File: src/rtl/io_bus_arbiter_if.sv
//==============================================================================
// Module      : io_bus_arbiter_if
// Description : Wishbone, logic-analyser, device and interrupt bundle for the
//               io_bus_arbiter.
// Revision    : 1.0
//==============================================================================
`default_nettype none

interface io_bus_arbiter_if;
    // Wishbone classic slave side
    logic        wbs_cyc_i;
    logic        wbs_stb_i;
    logic        wbs_we_i;
    logic [3:0]  wbs_sel_i;
    logic [31:0] wbs_adr_i;
    logic [31:0] wbs_dat_i;
    logic        wbs_ack_o;
    logic [31:0] wbs_dat_o;

    // Logic-analyser requester
    logic        la_req_i;
    logic        la_we_i;
    logic [7:0]  la_adr_i;
    logic [31:0] la_dat_i;
    logic        la_ack_o;
    logic        la_err_o;
    logic [31:0] la_dat_o;

    // Shared device port
    logic        dev_req_o;
    logic        dev_we_o;
    logic [3:0]  dev_sel_o;
    logic [7:0]  dev_adr_o;
    logic [31:0] dev_dat_o;
    logic        dev_ack_i;
    logic [31:0] dev_dat_i;

    logic        irq_o;

    modport slave (
        input  wbs_cyc_i, wbs_stb_i, wbs_we_i, wbs_sel_i, wbs_adr_i, wbs_dat_i,
        output wbs_ack_o, wbs_dat_o,
        input  la_req_i, la_we_i, la_adr_i, la_dat_i,
        output la_ack_o, la_err_o, la_dat_o,
        output dev_req_o, dev_we_o, dev_sel_o, dev_adr_o, dev_dat_o,
        input  dev_ack_i, dev_dat_i,
        output irq_o
    );

    modport master (
        output wbs_cyc_i, wbs_stb_i, wbs_we_i, wbs_sel_i, wbs_adr_i, wbs_dat_i,
        input  wbs_ack_o, wbs_dat_o,
        output la_req_i, la_we_i, la_adr_i, la_dat_i,
        input  la_ack_o, la_err_o, la_dat_o,
        input  dev_req_o, dev_we_o, dev_sel_o, dev_adr_o, dev_dat_o,
        output dev_ack_i, dev_dat_i,
        input  irq_o
    );
endinterface

`default_nettype wire

File: src/rtl/io_bus_arbiter.sv
//==============================================================================
// Module      : io_bus_arbiter
// Description : Round-robin arbiter letting a Wishbone slave port and a
//               logic-analyser port share one device, with a per-transfer
//               timeout that returns 0xDEADBEEF and raises an interrupt.
// Revision    : 1.0
//==============================================================================
`default_nettype none

module io_bus_arbiter #(
    parameter logic [31:0] BASE_ADDR = 32'h3000_0000,
    parameter int unsigned TIMEOUT   = 16
) (
    input  wire             wb_clk_i,
    input  wire             wb_rst_i,
    io_bus_arbiter_if.slave bus
);

    typedef enum logic [1:0] {
        S_IDLE = 2'd0,
        S_BUSY = 2'd1,
        S_RESP = 2'd2
    } state_t;

    localparam logic [7:0]  c_last_cnt     = 8'(TIMEOUT - 1);
    localparam logic [31:0] c_timeout_data = 32'hDEAD_BEEF;

    state_t      state_q, state_d;
    logic        last_la_q, last_la_d;
    logic        la_req_q, la_req_d;
    logic        la_pend_q, la_pend_d;
    logic [7:0]  cnt_q, cnt_d;

    logic        dev_req_q, dev_req_d;
    logic        dev_we_q, dev_we_d;
    logic [3:0]  dev_sel_q, dev_sel_d;
    logic [7:0]  dev_adr_q, dev_adr_d;
    logic [31:0] dev_dat_q, dev_dat_d;

    logic        wbs_ack_q, wbs_ack_d;
    logic [31:0] wbs_dat_q, wbs_dat_d;
    logic        la_ack_q, la_ack_d;
    logic        la_err_q, la_err_d;
    logic [31:0] la_dat_q, la_dat_d;
    logic        irq_q, irq_d;

    logic        w_wb_req;
    logic        w_la_rise;
    logic        w_la_in_flight;
    logic        w_grant_la;
    logic        w_finish;
    logic [31:0] w_resp_data;
    logic        w_unused_adr;

    assign w_wb_req       = bus.wbs_cyc_i & bus.wbs_stb_i &
                            (bus.wbs_adr_i[31:10] == BASE_ADDR[31:10]);
    assign w_la_rise      = bus.la_req_i & ~la_req_q;
    assign w_la_in_flight = (state_q != S_IDLE) & last_la_q;
    assign w_unused_adr   = ^bus.wbs_adr_i[1:0];

    always_ff @(posedge wb_clk_i) begin
        if (!wb_rst_i) begin
            state_q   <= S_IDLE;
            last_la_q <= 1'b1;
            la_req_q  <= 1'b0;
            la_pend_q <= 1'b0;
            cnt_q     <= '0;
            dev_req_q <= 1'b0;
            dev_we_q  <= 1'b0;
            dev_sel_q <= '0;
            dev_adr_q <= '0;
            dev_dat_q <= '0;
            wbs_ack_q <= 1'b0;
            wbs_dat_q <= '0;
            la_ack_q  <= 1'b0;
            la_err_q  <= 1'b0;
            la_dat_q  <= '0;
            irq_q     <= 1'b0;
        end else begin
            state_q   <= state_d;
            last_la_q <= last_la_d;
            la_req_q  <= la_req_d;
            la_pend_q <= la_pend_d;
            cnt_q     <= cnt_d;
            dev_req_q <= dev_req_d;
            dev_we_q  <= dev_we_d;
            dev_sel_q <= dev_sel_d;
            dev_adr_q <= dev_adr_d;
            dev_dat_q <= dev_dat_d;
            wbs_ack_q <= wbs_ack_d;
            wbs_dat_q <= wbs_dat_d;
            la_ack_q  <= la_ack_d;
            la_err_q  <= la_err_d;
            la_dat_q  <= la_dat_d;
            irq_q     <= irq_d;
        end
    end

    always_comb begin
        state_d     = state_q;
        last_la_d   = last_la_q;
        la_req_d    = bus.la_req_i;
        la_pend_d   = la_pend_q;
        cnt_d       = cnt_q;
        dev_req_d   = dev_req_q;
        dev_we_d    = dev_we_q;
        dev_sel_d   = dev_sel_q;
        dev_adr_d   = dev_adr_q;
        dev_dat_d   = dev_dat_q;
        wbs_ack_d   = 1'b0;
        wbs_dat_d   = '0;
        la_ack_d    = 1'b0;
        la_err_d    = la_err_q;
        la_dat_d    = la_dat_q;
        irq_d       = 1'b0;
        w_grant_la  = 1'b0;
        w_finish    = 1'b0;
        w_resp_data = '0;

        // An LA edge is only remembered when nothing LA-related is outstanding.
        if (w_la_rise && !la_pend_q && !w_la_in_flight) begin
            la_pend_d = 1'b1;
        end

        case (state_q)
            S_IDLE: begin
                cnt_d = '0;
                if (w_wb_req || la_pend_q) begin
                    w_grant_la = la_pend_q && (!w_wb_req || !last_la_q);
                    last_la_d  = w_grant_la;
                    dev_req_d  = 1'b1;
                    state_d    = S_BUSY;
                    if (w_grant_la) begin
                        la_pend_d = 1'b0;
                        la_err_d  = 1'b0;
                        dev_we_d  = bus.la_we_i;
                        dev_sel_d = 4'hF;
                        dev_adr_d = bus.la_adr_i;
                        dev_dat_d = bus.la_dat_i;
                    end else begin
                        dev_we_d  = bus.wbs_we_i;
                        dev_sel_d = bus.wbs_sel_i;
                        dev_adr_d = bus.wbs_adr_i[9:2];
                        dev_dat_d = bus.wbs_dat_i;
                    end
                end
            end

            S_BUSY: begin
                cnt_d = cnt_q + 8'd1;
                // A device ack in the last allowed cycle beats the timeout.
                if (bus.dev_ack_i) begin
                    w_finish    = 1'b1;
                    w_resp_data = bus.dev_dat_i;
                end else if (cnt_q == c_last_cnt) begin
                    w_finish    = 1'b1;
                    w_resp_data = c_timeout_data;
                    irq_d       = 1'b1;
                    la_err_d    = last_la_q;
                end
                if (w_finish) begin
                    state_d   = S_RESP;
                    dev_req_d = 1'b0;
                    cnt_d     = '0;
                    if (last_la_q) begin
                        la_ack_d = 1'b1;
                        la_dat_d = w_resp_data;
                    end else begin
                        wbs_ack_d = 1'b1;
                        wbs_dat_d = w_resp_data;
                    end
                end
            end

            S_RESP: begin
                state_d = S_IDLE;
            end

            default: begin
                state_d = S_IDLE;
            end
        endcase
    end

    assign bus.wbs_ack_o = wbs_ack_q;
    assign bus.wbs_dat_o = wbs_dat_q;
    assign bus.la_ack_o  = la_ack_q;
    assign bus.la_err_o  = la_err_q;
    assign bus.la_dat_o  = la_dat_q;
    assign bus.dev_req_o = dev_req_q;
    assign bus.dev_we_o  = dev_we_q;
    assign bus.dev_sel_o = dev_sel_q;
    assign bus.dev_adr_o = dev_adr_q;
    assign bus.dev_dat_o = dev_dat_q;
    assign bus.irq_o     = irq_q;

endmodule

`default_nettype wire

File: src/flat_wrapper.sv
// flat-port wrapper written by rule: the top's interface ports become plain ports
module io_bus_arbiter_flat 
#(
    parameter logic [31:0] BASE_ADDR = 32'h3000_0000,
    parameter int unsigned TIMEOUT   = 16
)
  (wb_clk_i, wb_rst_i, bus_wbs_cyc_i, bus_wbs_stb_i, bus_wbs_we_i, bus_wbs_sel_i, bus_wbs_adr_i, bus_wbs_dat_i, bus_wbs_ack_o, bus_wbs_dat_o, bus_la_req_i, bus_la_we_i, bus_la_adr_i, bus_la_dat_i, bus_la_ack_o, bus_la_err_o, bus_la_dat_o, bus_dev_req_o, bus_dev_we_o, bus_dev_sel_o, bus_dev_adr_o, bus_dev_dat_o, bus_dev_ack_i, bus_dev_dat_i, bus_irq_o);
  io_bus_arbiter_if bus_i ();
  input  wire wb_clk_i;
  input  wire wb_rst_i;
  input wire logic [$bits(bus_i.wbs_cyc_i)-1:0] bus_wbs_cyc_i;
  input wire logic [$bits(bus_i.wbs_stb_i)-1:0] bus_wbs_stb_i;
  input wire logic [$bits(bus_i.wbs_we_i)-1:0] bus_wbs_we_i;
  input wire logic [$bits(bus_i.wbs_sel_i)-1:0] bus_wbs_sel_i;
  input wire logic [$bits(bus_i.wbs_adr_i)-1:0] bus_wbs_adr_i;
  input wire logic [$bits(bus_i.wbs_dat_i)-1:0] bus_wbs_dat_i;
  output wire logic [$bits(bus_i.wbs_ack_o)-1:0] bus_wbs_ack_o;
  output wire logic [$bits(bus_i.wbs_dat_o)-1:0] bus_wbs_dat_o;
  input wire logic [$bits(bus_i.la_req_i)-1:0] bus_la_req_i;
  input wire logic [$bits(bus_i.la_we_i)-1:0] bus_la_we_i;
  input wire logic [$bits(bus_i.la_adr_i)-1:0] bus_la_adr_i;
  input wire logic [$bits(bus_i.la_dat_i)-1:0] bus_la_dat_i;
  output wire logic [$bits(bus_i.la_ack_o)-1:0] bus_la_ack_o;
  output wire logic [$bits(bus_i.la_err_o)-1:0] bus_la_err_o;
  output wire logic [$bits(bus_i.la_dat_o)-1:0] bus_la_dat_o;
  output wire logic [$bits(bus_i.dev_req_o)-1:0] bus_dev_req_o;
  output wire logic [$bits(bus_i.dev_we_o)-1:0] bus_dev_we_o;
  output wire logic [$bits(bus_i.dev_sel_o)-1:0] bus_dev_sel_o;
  output wire logic [$bits(bus_i.dev_adr_o)-1:0] bus_dev_adr_o;
  output wire logic [$bits(bus_i.dev_dat_o)-1:0] bus_dev_dat_o;
  input wire logic [$bits(bus_i.dev_ack_i)-1:0] bus_dev_ack_i;
  input wire logic [$bits(bus_i.dev_dat_i)-1:0] bus_dev_dat_i;
  output wire logic [$bits(bus_i.irq_o)-1:0] bus_irq_o;
  assign bus_i.wbs_cyc_i = bus_wbs_cyc_i;
  assign bus_i.wbs_stb_i = bus_wbs_stb_i;
  assign bus_i.wbs_we_i = bus_wbs_we_i;
  assign bus_i.wbs_sel_i = bus_wbs_sel_i;
  assign bus_i.wbs_adr_i = bus_wbs_adr_i;
  assign bus_i.wbs_dat_i = bus_wbs_dat_i;
  assign bus_wbs_ack_o = bus_i.wbs_ack_o;
  assign bus_wbs_dat_o = bus_i.wbs_dat_o;
  assign bus_i.la_req_i = bus_la_req_i;
  assign bus_i.la_we_i = bus_la_we_i;
  assign bus_i.la_adr_i = bus_la_adr_i;
  assign bus_i.la_dat_i = bus_la_dat_i;
  assign bus_la_ack_o = bus_i.la_ack_o;
  assign bus_la_err_o = bus_i.la_err_o;
  assign bus_la_dat_o = bus_i.la_dat_o;
  assign bus_dev_req_o = bus_i.dev_req_o;
  assign bus_dev_we_o = bus_i.dev_we_o;
  assign bus_dev_sel_o = bus_i.dev_sel_o;
  assign bus_dev_adr_o = bus_i.dev_adr_o;
  assign bus_dev_dat_o = bus_i.dev_dat_o;
  assign bus_i.dev_ack_i = bus_dev_ack_i;
  assign bus_i.dev_dat_i = bus_dev_dat_i;
  assign bus_irq_o = bus_i.irq_o;
  io_bus_arbiter #(.BASE_ADDR(BASE_ADDR), .TIMEOUT(TIMEOUT)) u_core (.wb_clk_i(wb_clk_i), .wb_rst_i(wb_rst_i), .bus(bus_i));
endmodule
File: config.mk
export PLATFORM = sky130hd
export DESIGN_NAME = io_bus_arbiter_flat
export DESIGN_NICKNAME = d
export VERILOG_FILES = /design/src/rtl/io_bus_arbiter_if.sv /design/src/rtl/io_bus_arbiter.sv /design/src/flat_wrapper.sv
export SDC_FILE = /design/constraint.sdc
export NUM_CORES = 1
export LEC_CHECK = 0
export CORE_AREA = 2 2 113 115
export CTS_CLUSTER_DIAMETER = 200
export CTS_CLUSTER_SIZE = 16
export DETAILED_ROUTE_END_ITERATION = 16
export DIE_AREA = 0 0 115 117
export PLACE_DENSITY = 0.89
export SLEW_MARGIN = 40
export SYNTH_ARGS = -nofsm -noshare
export SYNTH_HDL_FRONTEND = slang
export SYNTH_SLANG_ARGS = --single-unit
export TNS_END_PERCENT = 1
File: constraint.sdc
create_clock -name wb_clk_i -period 6.22 [get_ports wb_clk_i]
set_clock_uncertainty 0.15 [all_clocks]
set_input_delay 0.933 -clock wb_clk_i [delete_from_list [all_inputs] [get_ports wb_clk_i]]
set_output_delay 0.933 -clock wb_clk_i [all_outputs]
set_load 0.01 [all_outputs]
==> flow_metrics.tcl <==
set metrics [dict create \
    hpwl_um 10320 \
    core_um2 12310 \
    postCtsResizedCells 0 \
    drt-initial-drc-count 285 \
    arrival_ns 3.65 \
    ys_seq_area_frac 0.5253 \
    portBuffers 259 \
    syn2layout_area_growth_pct 66.39 \
    max_freq_mhz 285.4 \
    grt_max_degree 95 \
    fin_nets 940 \
    required_ns 6.37 \
    post-route-period-util 0.5633 \
    power.switching_w 0.0005539 \
    seq_power_share 0.400 \
    holdCritStartpoint "u_core.bus.la_dat_o[1]" \
    ir_worst_vdd_uv 137.3 \
    grt_pass1_vias 4668 \
    cts_buffers 17 \
    setup_ws_ns 2.716 \
    diodes 0 \
    grtUsageTotal 0.2147 \
    pre_cts_slack_ns 2.256 \
    p_int_w 0.001656 \
    p_sw_frac 0.2506 \
    post_cts_buffers 0 \
    root_buffer "clkbuf_16" \
    setup_tns_ns 0 \
    drive_above_1_share 0.06219 \
    clk_latency_ns 0.40 \
    cts_tree "built" \
    ys.flop_type "dfxtp_1" \
    r2r_slack_ns 3.69 \
    ys_warn_count 0 \
    p_leak_nw 3.359 \
    syn-cell-area_um2 4840 \
    rsz0062_at_grt "no" \
    cts_max_level 4 \
    crit_path_end_kind "register" \
    p_clk_frac 0.443 \
    syn_inst 550 \
    ioPinCount 262 \
    synth_cell_type_count 44 \
    p_per_area_nw_per_um2 274.4 \
    relSlewSlack 0.4519 \
    die_w_um 115 \
    wl_per_cell_um 15.32 \
    worst_hold_path.num_cells 1 \
    clock-sinks 127 \
    drv_cap 0 \
    min_period_ns 3.504 \
    start_util 0.3931 \
    die_area_um2 13460 \
    hold_violations 0 \
    status "completed" \
    final_cell_area_um2 8053 \
    ant_nets 0 \
    hold_end "u_core.bus.la_dat_o[1]" \
    drc 0 \
    vias 4880 \
    clockBufferDepth 2 \
    synth-edff-count 0 \
    hold_path_class "reg -> reg" \
    drv_slew 0 \
    path_clk_slew_ns 0.06 \
    crit_fanout 49 \
    synth-seq-cells 127 \
    setup_violations 0 \
    r2r-start "u_core.state_q[1]" \
    die_h_um 117 \
    critical_path_class "in -> reg" \
    synth.net_count 699 \
    multiInputGateArea_um2 2081 \
    async_flop_share 0 \
    r2r-end "u_core.bus.wbs_dat_o[31]" \
    reg2reg_depth 5 \
    gp_congestion 0.7479 \
    dr.pass1.iters 5 \
    antenna_found_initial 0 \
    place_area_um2 7462 \
    p_comb_frac 0.157 \
    power.total_w 0.002210 \
    fillers 983 \
    cts_hold_buf 0 \
    overflow 0 \
    wl_um 14610 \
    syn-mean-instance-area_um2 8.799 \
    start_kind "primary input" \
    rows 41 \
    area.sequential_um2 2542 \
    worst_pin_slew_ns 0.8171 \
    viasPerCell 5.115 \
    grt_first_pass_wirelength_um 22710 \
]
-- power by group through the flow --
| stage | clock network [W] | logic, W | registers [W] |
|---|---|---|---|
| floorplan | 0 | 0.000124 | 0.000919 |
| global placement | 0 | 0.000342 | 0.000898 |
| detailed placement | 0 | 0.000348 | 0.000901 |
| CTS | 0.000997 | 0.000350 | 0.000884 |
| global route | 0.00104 | 0.000378 | 0.000889 |
| finish | 0.000978 | 0.000348 | 0.000884 |
-- placed cells by master, fill, tap and decap left out, types with 9 or more instances in the layout --
cell type and instances:
clkdlybuf4s50_1 258, o211a_1 24, dfxtp_1 127, o21ai_0 45
nand2_1 112, nor2b_1 17, a22oi_1 9, and3_1 14
nor2_1 53, a31oi_1 43, clkbuf_16 17
-- final cells by class --
class	count	area share
multi-input combinational	376	0.2584
timing repair buffer	264	0.3274
inverter	5	0.002331
sequential	127	0.3157
clock buffer	18	0.05329
clock inverter	14	0.01958
tap	150	0.02331
-- critical path: stages --
cell	delay, ns
clkdlybuf4s50_1	0.68
clkinv_1	0.74
o21ai_2	0.38
and3_1	0.20
buf_4	0.40
nand2_1	0.15
o211a_1	0.15
-- cells in the mapped netlist, drive strengths merged (5+ instances only) --
cell type | instances | area [um^2]
nand3 | 6 | 30.03
o211a | 24 | 240.2
o21ai | 51 | 270.3
dfxtp | 127 | 2542
nor2 | 54 | 205.2
buf | 12 | 96.33
a22oi | 9 | 67.56
and3 | 14 | 87.58
nand2 | 113 | 424.2
nor2b | 17 | 106.4
a21oi | 5 | 25.02
a31oi | 43 | 269.0
clkbuf | 30 | 112.6
-- cell families after synthesis --
kind of cell | after synthesis | synth area share
compound gates | 147 | 0.2092
fa+ha+maj | 1 | 0.002585
buf+inv | 47 | 0.04705
flops | 127 | 0.5253
simple gates | 228 | 0.2159
-- state kept, by name (all words and copies together) (netlist names) --
| name | cells |
|---|---|
| u_core.bus.dev_adr_o | 8 |
| u_core.bus.dev_dat_o | 32 |
| u_core.bus.dev_req_o | 1 |
| u_core.bus.dev_sel_o | 4 |
| u_core.bus.dev_we_o | 1 |
| u_core.bus.irq_o | 1 |
| u_core.bus.la_ack_o | 1 |
| u_core.bus.la_dat_o | 32 |
| u_core.bus.la_err_o | 1 |
| u_core.bus.wbs_ack_o | 1 |
| u_core.bus.wbs_dat_o | 32 |
| u_core.cnt_q | 8 |
| u_core.la_pend_q | 1 |
| u_core.la_req_q | 1 |
| u_core.last_la_q | 1 |
| u_core.state_q | 2 |
-- routing by layer --
metal	GRT usage	share of wire	up-vias
li1	-	-	2402
met1	0.2399	0.40	2219
met2	0.3729	0.49	223
met3	0.07775	0.081	36
met4	0.08755	0.033	0
met5	0	0	-
-- worst max path at each step --
stage | cells past startpoint | endpoint | slack [ns] | start
final | 7 | u_core.bus.la_dat_o[21] | 2.72 | bus_dev_ack_i
after global routing | 7 | u_core.bus.la_dat_o[21] | 2.50 | bus_dev_ack_i
after CTS | 7 | u_core.bus.la_dat_o[21] | 2.66 | bus_dev_ack_i
after detailed placement | 7 | u_core.bus.la_dat_o[21] | 2.26 | bus_dev_ack_i
after global placement | 7 | u_core.bus.dev_adr_o[0] | 2.29 | bus_wbs_adr_i[13]
after floorplan | 6 | u_core.bus.dev_dat_o[10] | 3.53 | bus_wbs_adr_i[17]
-- through the flow --
step	util	hold WS, ns	instances
floorplan	-	0.3307	550
global placement	0.6040	0.3167	921
detailed placement	0.6061	0.3356	922
CTS	0.6538	0.3491	954
global route	0.6541	0.3650	954
finish	0.6541	0.3464	954
Power figures use the tool's default switching activity.
==> edit 1, RTL diff (same flow settings) <==
Re-encode `state_t` (3 states) as one-hot, 3 bits wide.
--- a/src/rtl/io_bus_arbiter.sv
+++ b/src/rtl/io_bus_arbiter.sv
@@ -16,10 +16,10 @@
     io_bus_arbiter_if.slave bus
 );
 
-    typedef enum logic [1:0] {
-        S_IDLE = 2'd0,
-        S_BUSY = 2'd1,
-        S_RESP = 2'd2
+    typedef enum logic [2:0] {
+        S_IDLE = 3'b001,
+        S_BUSY = 3'b010,
+        S_RESP = 3'b100
     } state_t;
 
     localparam logic [7:0]  c_last_cnt     = 8'(TIMEOUT - 1);
Formal check against the unedited RTL: same outputs for any inputs over 4 cycles, from zero or initial values and one cycle with wb_rst_i low; so few cycles prove little.
==> edit 1 against the original RTL <==
Final cell count down 6.7%. Utilization grew 1.4 points. Power is 2.8% lower. Worst setup slack gained 280 ps. Critical path depth unchanged. Register-to-register slack improved by 120 ps. Final area is 2.1% higher. Combinational power shrank 5%. Clock power decreased by 4.0%. Sequential cell count increased by 1. Routed wire length is 8.1% higher. Maximum frequency rose by 8.8%. Area after synthesis grew 4.4%.
==> edit 1: results (changes against the original RTL) <==
synth_xor_area_share_pct: 0  # unchanged
synth_common_cells: "128 x dfxtp_1, 44 x a21oi_1, 43 x o21ai_0"
grt_start_max_net_pins: 96  # +1.1%
yosys_warnings: 0  # unchanged
pre_cts_ws_ps: 2600  # +342 ps
crit_end: "u_core.bus.dev_dat_o[12]"
worstPathArrival_ps: 3330  # -320 ps
yosys.area_share.adder_pct: 0.248  # -0.011 points
placed_area_mm2: 0.00766  # +2.6%
async_reset_ff_share_pct: 0  # unchanged
ir_worst_vdd_uv: 180  # +31%
reg2reg_to: "u_core.bus.dev_dat_o[6]"
ys_types: 48  # +9.1%
synth-compound-area-share_pct: 20.3  # -0.59 points
track_usage_pct: 22.8  # +1.4 points
clk_pin_slew_ps: 60  # about the same
synthTopCellsByArea: "dfxtp_1 51%, mux2i_1 8.3%, o221a_2 6.7%"
yosysSeqAreaShare_pct: 50.7  # -1.8 points
finalCriticalPeriod_ps: 3220  # -282 ps
place.gp.congestion: 0.848  # +13%
clock-root-buffer: "clkbuf_16"
wire_per_inst_um: 17.8  # +16%
grt_pass1_vias: 4653  # -0.32%
cts_setup_buffers: 0  # unchanged
r2r_slack_ps: 3810  # +120 ps
status: "complete, no violations"
slew_headroom_pct: 50.7  # +5.6 points
r2r_cells: 5  # unchanged
whs_ps: 308  # -38.8 ps
min_from: "u_core.bus.la_err_o"
syn_nets: 631  # -9.7%
hold_buffers: 0  # unchanged
ctsResizeCount: 0  # unchanged
cts_buffers: 17  # unchanged
leakagePower_uw: 0.00330  # -1.8%
rr_startpoint: "u_core.state_q[2]"
min_path_type: "reg2reg"
dr.pass1.iters: 4  # -1
clk_latency_ps: 400  # about the same
drt_iter0_drc: 319  # +12%
dpl.hpwl_um: 11500  # +12%
crit_start: "bus_wbs_adr_i[17]"
muxShareOfSynthArea_pct: 8.32  # +8.3 points
worstPathMaxFanout: 41  # -16%
grt_pass1_wl_um: 23900  # +5.1%
finalNetCount: 876  # -6.8%
diodes: 0  # unchanged
vias: 4637  # -5.0%
clk_path_buf_depth: 2  # unchanged
antenna_found_initial: 0  # unchanged
drive_gt1_share_pct: 13.0  # +6.8 points
edit 1: layout make-up:
type | count | area, µm²
Multi-Input combinational cell | 313 | 2270
Clock inverter | 15 | 139
Sequential cell | 128 | 2560
Tap cell | 150 | 188
Fill cell | 929 | 4090
Inverter | 2 | 7.51
Timing Repair Buffer | 265 | 2640
Clock buffer | 17 | 425
edit 1: cell families after synthesis:
| group | count (synthesis) |
|---|---|
| buf+inv | 41 |
| mux | 42 |
| flops | 128 |
| simple gates | 127 |
| fa+ha+maj | 1 |
| compound gates | 143 |
edit 1: report_power, final:
group	leakage, µW	internal, µW	switching [µW]
logic	0.00199	195	136
registers	0.00104	859	20.8
clock network	0.000268	554	384
edit 1: how the worst min path moves through the flow:
stage / endpoint / depth (start not counted)
after detailed placement: u_core.bus.la_err_o / 2
final: u_core.bus.la_err_o / 2
after floorplan: u_core.bus.la_err_o / 2
after global routing: u_core.bus.la_err_o / 2
after global placement: u_core.bus.la_err_o / 2
after CTS: u_core.bus.la_err_o / 2
edit 1: metrics by stage:
step,instances,utilization [%]
after floorplan,482,-
after CTS,890,66.8
after global routing,890,66.8
after detailed placement,858,62.2
after global placement,858,62.2
final,890,66.8
edit 1: worst max-delay path: stages:
cell and delay [ps]:
clkdlybuf4s50_1 400, nor4_1 270, nand2_1 250, o41ai_4 360, buf_4 600, mux2i_1 360
a21oi_1 110
edit 1: layer usage:
layer	global-route usage [%]	vias to the layer above	part of all wire [%]	wire [µm]
met2	40.9	192	51	8000
met4	7.63	0	1.4	216
li1	-	2259	-	-
met1	24.2	2171	38	5970
met3	9.89	15	10	1610
met5	0	-	0	0
==> edit 2, RTL diff (config.mk and constraints unchanged) <==
Made on the original files. `TIMEOUT` is set to 16 in 2 places; all go to 15.
--- a/src/rtl/io_bus_arbiter.sv
+++ b/src/rtl/io_bus_arbiter.sv
@@ -9,7 +9,7 @@
 
 module io_bus_arbiter #(
     parameter logic [31:0] BASE_ADDR = 32'h3000_0000,
-    parameter int unsigned TIMEOUT   = 16
+    parameter int unsigned TIMEOUT   = 15
 ) (
     input  wire             wb_clk_i,
     input  wire             wb_rst_i,
--- a/src/flat_wrapper.sv
+++ b/src/flat_wrapper.sv
@@ -2,7 +2,7 @@
 module io_bus_arbiter_flat 
 #(
     parameter logic [31:0] BASE_ADDR = 32'h3000_0000,
-    parameter int unsigned TIMEOUT   = 16
+    parameter int unsigned TIMEOUT   = 15
 )
   (wb_clk_i, wb_rst_i, bus_wbs_cyc_i, bus_wbs_stb_i, bus_wbs_we_i, bus_wbs_sel_i, bus_wbs_adr_i, bus_wbs_dat_i, bus_wbs_ack_o, bus_wbs_dat_o, bus_la_req_i, bus_la_we_i, bus_la_adr_i, bus_la_dat_i, bus_la_ack_o, bus_la_err_o, bus_la_dat_o, bus_dev_req_o, bus_dev_we_o, bus_dev_sel_o, bus_dev_adr_o, bus_dev_dat_o, bus_dev_ack_i, bus_dev_dat_i, bus_irq_o);
   io_bus_arbiter_if bus_i ();
Function: same outputs for any inputs over 4 cycles, from zero or initial values and one cycle with wb_rst_i low; that may be too few to reach the edited logic, so the function may still have changed.
==> edit 2 against the original RTL <==
Area after synthesis is 17% higher. Critical path depth is 1 lower. Final area is 9.4% higher. Final cell count is 13% higher. Register-to-register slack better by 230 ps. Largest power group unchanged. Power is 3.3% higher. First-iteration DRC count is 25% higher. Sequential cell count stayed put. Sequential power hardly changed. Routed wire length is 15% higher. Clock power is 2% higher. Worst setup slack better by 260 ps.
==> edit 2: results (changes against the original RTL) <==
grtUsageMet2_pct: 41.9  # +4.6 points
switching_share_pct: 25.3  # +0.20 points
tightest_slew_ps: 772  # -45.6 ps
met3_length_um: 1550  # +30%
grt_pass1_vias: 5270  # +13%
drive_gt1_share_pct: 6.16  # -0.057 points
yosys.area_share.adder_pct: 0.442  # +0.18 points
drt_iter0_drc: 356  # +25%
area_delta_synth_final_pct: 55.8
wire_per_inst_um: 15.7  # +2.2%
vias: 5844  # +20%
leakagePower_uw: 0.00357  # +6.2%
dpl.hpwl_um: 11000  # +6.8%
grt_pass1_wl_um: 25600  # +13%
wl_met2_um: 8320  # +16%
place.gp.congestion: 0.808  # +8.0%
status: "complete, no violations"
grt_start_max_net_pins: 96  # +1.1%
yosysSeqAreaShare_pct: 45.0  # -7.6 points
grt_use_met1_pct: 26.8  # +2.9 points
drt-met1-wl_um: 6580  # +14%
ir_worst_vdd_uv: 170  # +24%
grtUsageMet3_pct: 8.70  # +0.93 points
worstPathMaxFanout: 25  # -49%
finalNetCount: 1062  # +13%
pre_cts_ws_ps: 2500  # +245 ps
ys_types: 47  # +6.8%
==> edit 2: cell count changes after synthesis, sizes merged, moves of 4 or more <==
cell	change
nor2	+41
nor2b	+36
a21boi	+4
and2	+4
nand3	-4
a31oi	+41
a21oi	+38
buf	+20
nand2	-44
==> edit 2: worst paths after layout <==
| kind | endpoint | slack [ps] | cells past startpoint |
|---|---|---|---|
| max | u_core.cnt_q[2] | 2980 | 6 |
| min | u_core.bus.la_dat_o[1] | 350 | 1 |
| max reg2reg | u_core.bus.wbs_dat_o[29] | 3920 | 6 |
| min reg2reg | u_core.bus.la_dat_o[1] | 350 | 1 |
==> edit 2: cells by family (layout without fill, tap and decap cells) <==
logic type      Yosys count  count (layout)
flops                   127             127
buf+inv                  65             301
fa+ha+maj                 2               2
compound gates          231             231
simple gates            264             264
==> edit 2: layout make-up <==
| cell class | instances | area [µm²] |
|---|---|---|
| multi-input cells | 497 | 2810 |
| repair buffers | 265 | 2650 |
| fillers | 977 | 3500 |
| well taps | 150 | 188 |
| clock buffers | 20 | 467 |
| clock inverters | 12 | 134 |
| flip-flops and latches | 127 | 2540 |
| inverters | 4 | 15.0 |
==> edit 2: critical path, cell delays in order <==
cell	delay [ps]
clkdlybuf4s50_1	750
clkinv_1	750
o211ai_2	530
nor2_1	80
o21a_1	180
o21a_1	170
==> edit 2: through the flow <==
stage / power, µW / std cells / instance area [µm²]
final: 2280 / 1075 / 8810
after global routing: 2370 / 1075 / 8810
after CTS: 2290 / 1074 / 8790
after detailed placement: 1300 / 1042 / 8190
after global placement: 1290 / 1042 / 8180
after floorplan: 1080 / 689 / 5660
==> edit 2: power groups by stage <==
stage	combinational, µW	clock (µW)	sequential (µW)
floorplan	164	0	919
detailed placement	400	0	900
CTS	402	1010	884
global route	440	1040	889
finish	404	994	884
global placement	393	0	899
